[src/rtl/cap_sense_pkg.sv]
// Shared types and defaults for the capacitive pad scanner.
// Holds the scan FSM state encoding, parameter defaults and pad count.
package cap_sense_pkg;

    localparam int NUM_PADS          = 9;
    localparam int CHARGE_CYCLES_DEF = 500;
    localparam int MAX_COUNT_DEF     = 4095;
    localparam int THRESHOLD_DEF     = 200;
    localparam int DEBOUNCE_DEF      = 3;
    localparam int CW_DEF            = 12;

    typedef enum logic [1:0] {
        IDLE,
        CHARGE,
        MEASURE,
        EVAL
    } state_t;

endpackage

[src/rtl/cap_sense_channel.sv]
// Per-pad logic: input synchronizer, decay capture, touch classification,
// debounce and sticky press latch.
// Ports: clock/reset; pad_in (async pad); charge/measure/meas_end/eval
// phase strobes and cnt from the scanner; press_clr strobe;
// done (pad captured or capturing now), touched, press_latch.
module cap_sense_channel
    import cap_sense_pkg::*;
#(
    parameter int MAX_COUNT = MAX_COUNT_DEF,
    parameter int THRESHOLD = THRESHOLD_DEF,
    parameter int DEBOUNCE  = DEBOUNCE_DEF,
    parameter int CW        = CW_DEF
) (
    input  logic          clock,
    input  logic          reset,
    input  logic          pad_in,
    input  logic          charge,
    input  logic          measure,
    input  logic          meas_end,
    input  logic          eval,
    input  logic [CW-1:0] cnt,
    input  logic          press_clr,
    output logic          done,
    output logic          touched,
    output logic          press_latch
);

    localparam int DW = $clog2(DEBOUNCE + 1);

    logic [1:0]    sync;
    logic          pad;
    logic          captured;
    logic [CW-1:0] count;
    logic [DW-1:0] agree;
    logic          raw;
    logic          flip;

    assign pad  = sync[1];
    // Lets the scanner leave MEASURE on the same edge the last pad captures.
    assign done = captured | ~pad;
    assign raw  = (count >= CW'(THRESHOLD));
    assign flip = (raw != touched) && (agree == DW'(DEBOUNCE - 1));

    always_ff @(posedge clock) begin
        if (reset) begin
            sync        <= '0;
            captured    <= 1'b0;
            count       <= '0;
            agree       <= '0;
            touched     <= 1'b0;
            press_latch <= 1'b0;
        end else begin
            sync <= {sync[0], pad_in};

            if (charge) begin
                captured <= 1'b0;
            end else if (measure && !captured) begin
                if (!pad) begin
                    count    <= cnt;
                    captured <= 1'b1;
                end else if (meas_end) begin
                    count    <= CW'(MAX_COUNT);
                    captured <= 1'b1;
                end
            end

            if (eval) begin
                if (raw == touched) begin
                    agree <= '0;
                end else if (flip) begin
                    agree   <= '0;
                    touched <= ~touched;
                end else begin
                    agree <= agree + DW'(1);
                end
            end

            // A rising touch wins over a simultaneous clear.
            press_latch <= (press_latch & ~press_clr)
                         | (eval & flip & ~touched);
        end
    end

endmodule

[src/rtl/cap_sense_scanner.sv]
// Nine-pad capacitive touch scanner: charges the shared line, times each
// pad's decay, and reports debounced touch levels and sticky press bits.
// Ports: clock, reset (sync, active-high), enable, capacitive_sensors_in[8:0],
// capacitive_sensors_out, touched[8:0], press_latch[8:0], press_clr[8:0],
// scan_done (one-cycle pulse during the evaluation cycle).
module cap_sense_scanner
    import cap_sense_pkg::*;
#(
    parameter int CHARGE_CYCLES = CHARGE_CYCLES_DEF,
    parameter int MAX_COUNT     = MAX_COUNT_DEF,
    parameter int THRESHOLD     = THRESHOLD_DEF,
    parameter int DEBOUNCE      = DEBOUNCE_DEF,
    parameter int CW            = CW_DEF
) (
    input  logic                clock,
    input  logic                reset,
    input  logic                enable,
    input  logic [NUM_PADS-1:0] capacitive_sensors_in,
    output logic                capacitive_sensors_out,
    output logic [NUM_PADS-1:0] touched,
    output logic [NUM_PADS-1:0] press_latch,
    input  logic [NUM_PADS-1:0] press_clr,
    output logic                scan_done
);

    state_t              state;
    logic [CW-1:0]       cnt;
    logic [NUM_PADS-1:0] done;
    logic                all_done;
    logic                meas_end;
    logic                is_charge;
    logic                is_measure;
    logic                is_eval;

    assign all_done   = &done;
    assign is_charge  = (state == CHARGE);
    assign is_measure = (state == MEASURE);
    assign is_eval    = (state == EVAL);
    assign meas_end   = is_measure
                      && (all_done || cnt == CW'(MAX_COUNT));

    always_ff @(posedge clock) begin
        if (reset) begin
            state                  <= IDLE;
            cnt                    <= '0;
            capacitive_sensors_out <= 1'b0;
            scan_done              <= 1'b0;
        end else begin
            scan_done <= 1'b0;
            unique case (state)
                IDLE: begin
                    if (enable) begin
                        state                  <= CHARGE;
                        cnt                    <= '0;
                        capacitive_sensors_out <= 1'b1;
                    end
                end
                CHARGE: begin
                    if (cnt == CW'(CHARGE_CYCLES - 1)) begin
                        state                  <= MEASURE;
                        cnt                    <= '0;
                        capacitive_sensors_out <= 1'b0;
                    end else begin
                        cnt <= cnt + CW'(1);
                    end
                end
                MEASURE: begin
                    if (meas_end) begin
                        state     <= EVAL;
                        scan_done <= 1'b1;
                    end else begin
                        cnt <= cnt + CW'(1);
                    end
                end
                EVAL: begin
                    cnt <= '0;
                    if (enable) begin
                        state                  <= CHARGE;
                        capacitive_sensors_out <= 1'b1;
                    end else begin
                        state <= IDLE;
                    end
                end
                default: state <= IDLE;
            endcase
        end
    end

    for (genvar i = 0; i < NUM_PADS; i++) begin : g_ch
        cap_sense_channel #(
            .MAX_COUNT(MAX_COUNT),
            .THRESHOLD(THRESHOLD),
            .DEBOUNCE (DEBOUNCE),
            .CW       (CW)
        ) u_ch (
            .clock      (clock),
            .reset      (reset),
            .pad_in     (capacitive_sensors_in[i]),
            .charge     (is_charge),
            .measure    (is_measure),
            .meas_end   (meas_end),
            .eval       (is_eval),
            .cnt        (cnt),
            .press_clr  (press_clr[i]),
            .done       (done[i]),
            .touched    (touched[i]),
            .press_latch(press_latch[i])
        );
    end

endmodule

[config.mk]
export PLATFORM = sky130hd
export DESIGN_NAME = cap_sense_scanner
export DESIGN_NICKNAME = d
export VERILOG_FILES = /design/src/rtl/cap_sense_pkg.sv /design/src/rtl/cap_sense_channel.sv /design/src/rtl/cap_sense_scanner.sv
export SDC_FILE = /design/constraint.sdc
export NUM_CORES = 1
export LEC_CHECK = 0
export CAP_MARGIN = 30
export CORE_MARGIN = 3
export CORE_UTILIZATION = 60
export CTS_CLUSTER_DIAMETER = 80
export CTS_CLUSTER_SIZE = 28
export DETAILED_ROUTE_END_ITERATION = 8
export PLACE_DENSITY = 0.78
export SYNTH_ARGS = -nofsm -noshare
export SYNTH_HDL_FRONTEND = slang
export SYNTH_SLANG_ARGS = --single-unit
export TNS_END_PERCENT = 50
[constraint.sdc]
create_clock -name clock -period 5.03 [get_ports clock]
set_clock_uncertainty 0.1 [all_clocks]
set_input_delay 0.503 -clock clock [delete_from_list [all_inputs] [get_ports clock]]
set_output_delay 0.503 -clock clock [all_outputs]
set_load 0.05 [all_outputs]
==> out/qor.txt <==
Root Driver = clkbuf_8
Num CTS Buffers = 17
Main flop type after synthesis = dfxtp_1
Drt via density = 6.260
Post-synthesis cell count = 664
Setup ws final = 2288 ps
CP endpoint kind = flip-flop
MaxCap Viol Count = 0
RSZ-0062 raised after global routing = no
Setup CP Type = flip-flop to flip-flop
Initial antenna violation count = 0
Initial Util = 63.04%
Final min period = 2742 ps
Ys async rst share = 0%
Die area = 0.01234 mm²
Pre-CTS setup slack = 2294 ps
# hold bufs at CTS = 0
DR WL/cell = 17.72 µm
GRT overflow = 0
Sequential fraction of the synthesis area = 48.35%
Vias in the first global route = 4873
Maximum number of pins on one net before global-route repair = 85
GP Congestion = 0.8034
Die W = 111.1 µm
Clock-pin slew on the worst setup and hold paths = 60 ps
Number of enable-type register cells in the synthesized netlist = 0
PostCTS Resize Cnt = 0
Filler cell count = 768
Top cells by area, synth = dfxtp_1 (48%), o221a_2 (14%), a21oi_1 (4.9%)
Routed WL = 14110 µm
First-pass GRT wire length = 23770 µm
Worst Reg-to-Reg Cells = 6
DRC viols = 0
Count leader, synth = dfxtp_1
R2R Path Start = cnt[4]
Number of synthesized register bits = 160
Final Cell Area = 0.007393 mm²
Final Hold Vio Count = 0
Peak supply drop = 384.4 µV
Worst EP required = 5410 ps
Mapped Nets = 692
Detailed-route via count = 4983
Finish-stage setup viols = 0
Total GRT Usage = 23.69%
CTS Sinks = 160
Worst setup SP type = flip-flop
CORE AREA = 0.01051 mm²
Num rows = 37
Area growth syn-to-layout = 11.60%
CP peak stage delay = 700 ps
1st-pass router iterations = 5
Pleak = 2.718 nW
Mapped Area = 0.006625 mm²
Syn Area/Cell = 9.978 µm²
PwrDens = 507.0 mW/mm²
Top cell family by delay on the critical path = compound AO/OA/AOI/OAI gates
Reg2Reg Setup Slack = 2290 ps
Max Fclk = 0.3647 GHz
Hold EP = g_ch[0].u_ch.sync[1]
Hpwl dp = 8966 µm
H-tree levels = 4
Cell Chain, Critical Path = nand4_1, nor4_1, a31oi_2, buf_4, a21oi_2, o221a_2
Routed Antenna Nets = 0
# diodes = 0
Max Slew Vio Count = 0
Iter 0 DRT Violations = 537
Distinct cells, synth = 43
Reg2reg end = g_ch[1].u_ch.count[4]
Arrival time at the worst endpoint = 3120 ps
Synth top cells by count = dfxtp_1 (160), o221a_2 (81), a21oi_1 (65)
CP max-delay cell = dfxtp_1
Hold Path Depth = 1
Top cell type's share of synthesized area = 48.35%
Slew HR = 34.45%
Period Utilization, post-route = 54.51%
Layout cells sized above 1 = 21.82%
Hold slack = 334.5 ps
Setup TNS = 0 ps
Leading area contributor after synthesis = dfxtp_1
CTS max path bufs = 2
Chip height = 111.1 µm
WP buf/inv = 1
I/O pins = 41
Post-DP Area = 0.006837 mm²
Min-Delay Path Class = flip-flop to flip-flop
HP Start = g_ch[0].u_ch.sync[0]
TritonCTS clock tree = done
Worst-margin pin slew = 977.4 ps
Postcts setup bufs = 0
Outcome = completed
Worst skew pair latency = 540 ps
Max FO, Critical Path = 14
YS warnings = 0
Final net count = 676
Port Buf Inserts = 40
## how the worst max path moves through the flow
stage               slack (ps)  startpoint                     to  cells after the start
floorplan                 2990      cnt[0]                 cnt[2]                      7
global placement          2260      cnt[4]                 cnt[7]                      5
detailed placement        2290      cnt[4]  g_ch[1].u_ch.count[4]                      6
CTS                       2300      cnt[4]  g_ch[1].u_ch.count[4]                      6
global route              2090      cnt[4]  g_ch[6].u_ch.count[5]                      6
finish                    2290      cnt[4]  g_ch[1].u_ch.count[4]                      6
## cell type report
class	count	area, µm²	share of cell area [%]
clock buffers	22	473.0	6.397
repair buffers	45	432.9	5.855
inverters	4	15.01	0.2031
multi-input cells	420	3015	40.79
clock inverters	9	83.83	1.134
flip-flops and latches	160	3203	43.32
well taps	136	170.2	2.302
## power by group
| part | leakage (nW) | switching [mW] | internal [mW] | total [mW] |
|---|---|---|---|---|
| clock network | 0.265 | 0.497 | 0.704 | 1.20 |
| registers | 1.30 | 0.137 | 1.51 | 1.64 |
| logic | 1.15 | 0.509 | 0.396 | 0.905 |
| total | 2.72 | 1.14 | 2.61 | 3.75 |
## routing by layer
metal,vias to the layer above,track usage [%],wire (µm)
met4,0,8.759,276
met1,2401,28.70,6129
met3,27,6.114,743
met5,-,0,0
li1,2415,-,-
met2,140,40.61,6957
## worst register-to-register path, cell delays in order, from the launching register on
cell and delay [ps]:
dfxtp_1 700, nand4_1 320, nor4_1 470, a31oi_2 160, buf_4 280, a21oi_2 390
o221a_2 280
## state kept, by name, summed over array words and instances, names as in the netlist
register	cells
g_ch.u_ch.count	81
g_ch.u_ch.agree	18
g_ch.u_ch.sync	18
cnt	12
g_ch.u_ch.captured	9
g_ch.u_ch.press_latch	9
g_ch.u_ch.touched	9
state	2
capacitive_sensors_out	1
scan_done	1
## per-stage QoR
step                util [%]  std cells  total power [mW]
floorplan                  -        664             2.383
global placement       64.98        764             2.519
detailed placement     65.06        765             2.558
CTS                    70.35        796             3.762
global route           70.35        796             3.953
finish                 70.35        796             3.749
## cell usage in the layout (no fill, tap or decap), types with 10 or more instances in the layout
cell type / synthesis / routed
nor3b_1: 10 / 10
clkdlybuf4s50_1: 0 / 39
nor2b_1: 46 / 46
o221a_2: 81 / 81
or2_2: 11 / 11
nor2_1: 44 / 44
dfxtp_1: 160 / 160
nor4_1: 11 / 11
nand2b_1: 19 / 19
clkbuf_16: 0 / 16
o21ai_0: 15 / 15
nand2_1: 16 / 16
a21oi_1: 65 / 65
a21oi_2: 11 / 11
nand4b_1: 10 / 10
nand3b_1: 10 / 10
## cells by family (layout without fill, tap and decap cells)
logic type	count (synthesis)	count (layout)	share of synthesized area, %
flops	160	160	48.35
compound gates	199	199	24.74
xor+xnor	9	9	1.190
simple gates	204	204	18.02
fa+ha+maj	7	7	1.322
buf+inv	84	80	6.232
mux	1	1	0.1511
Power figures use the tool's default switching activity.
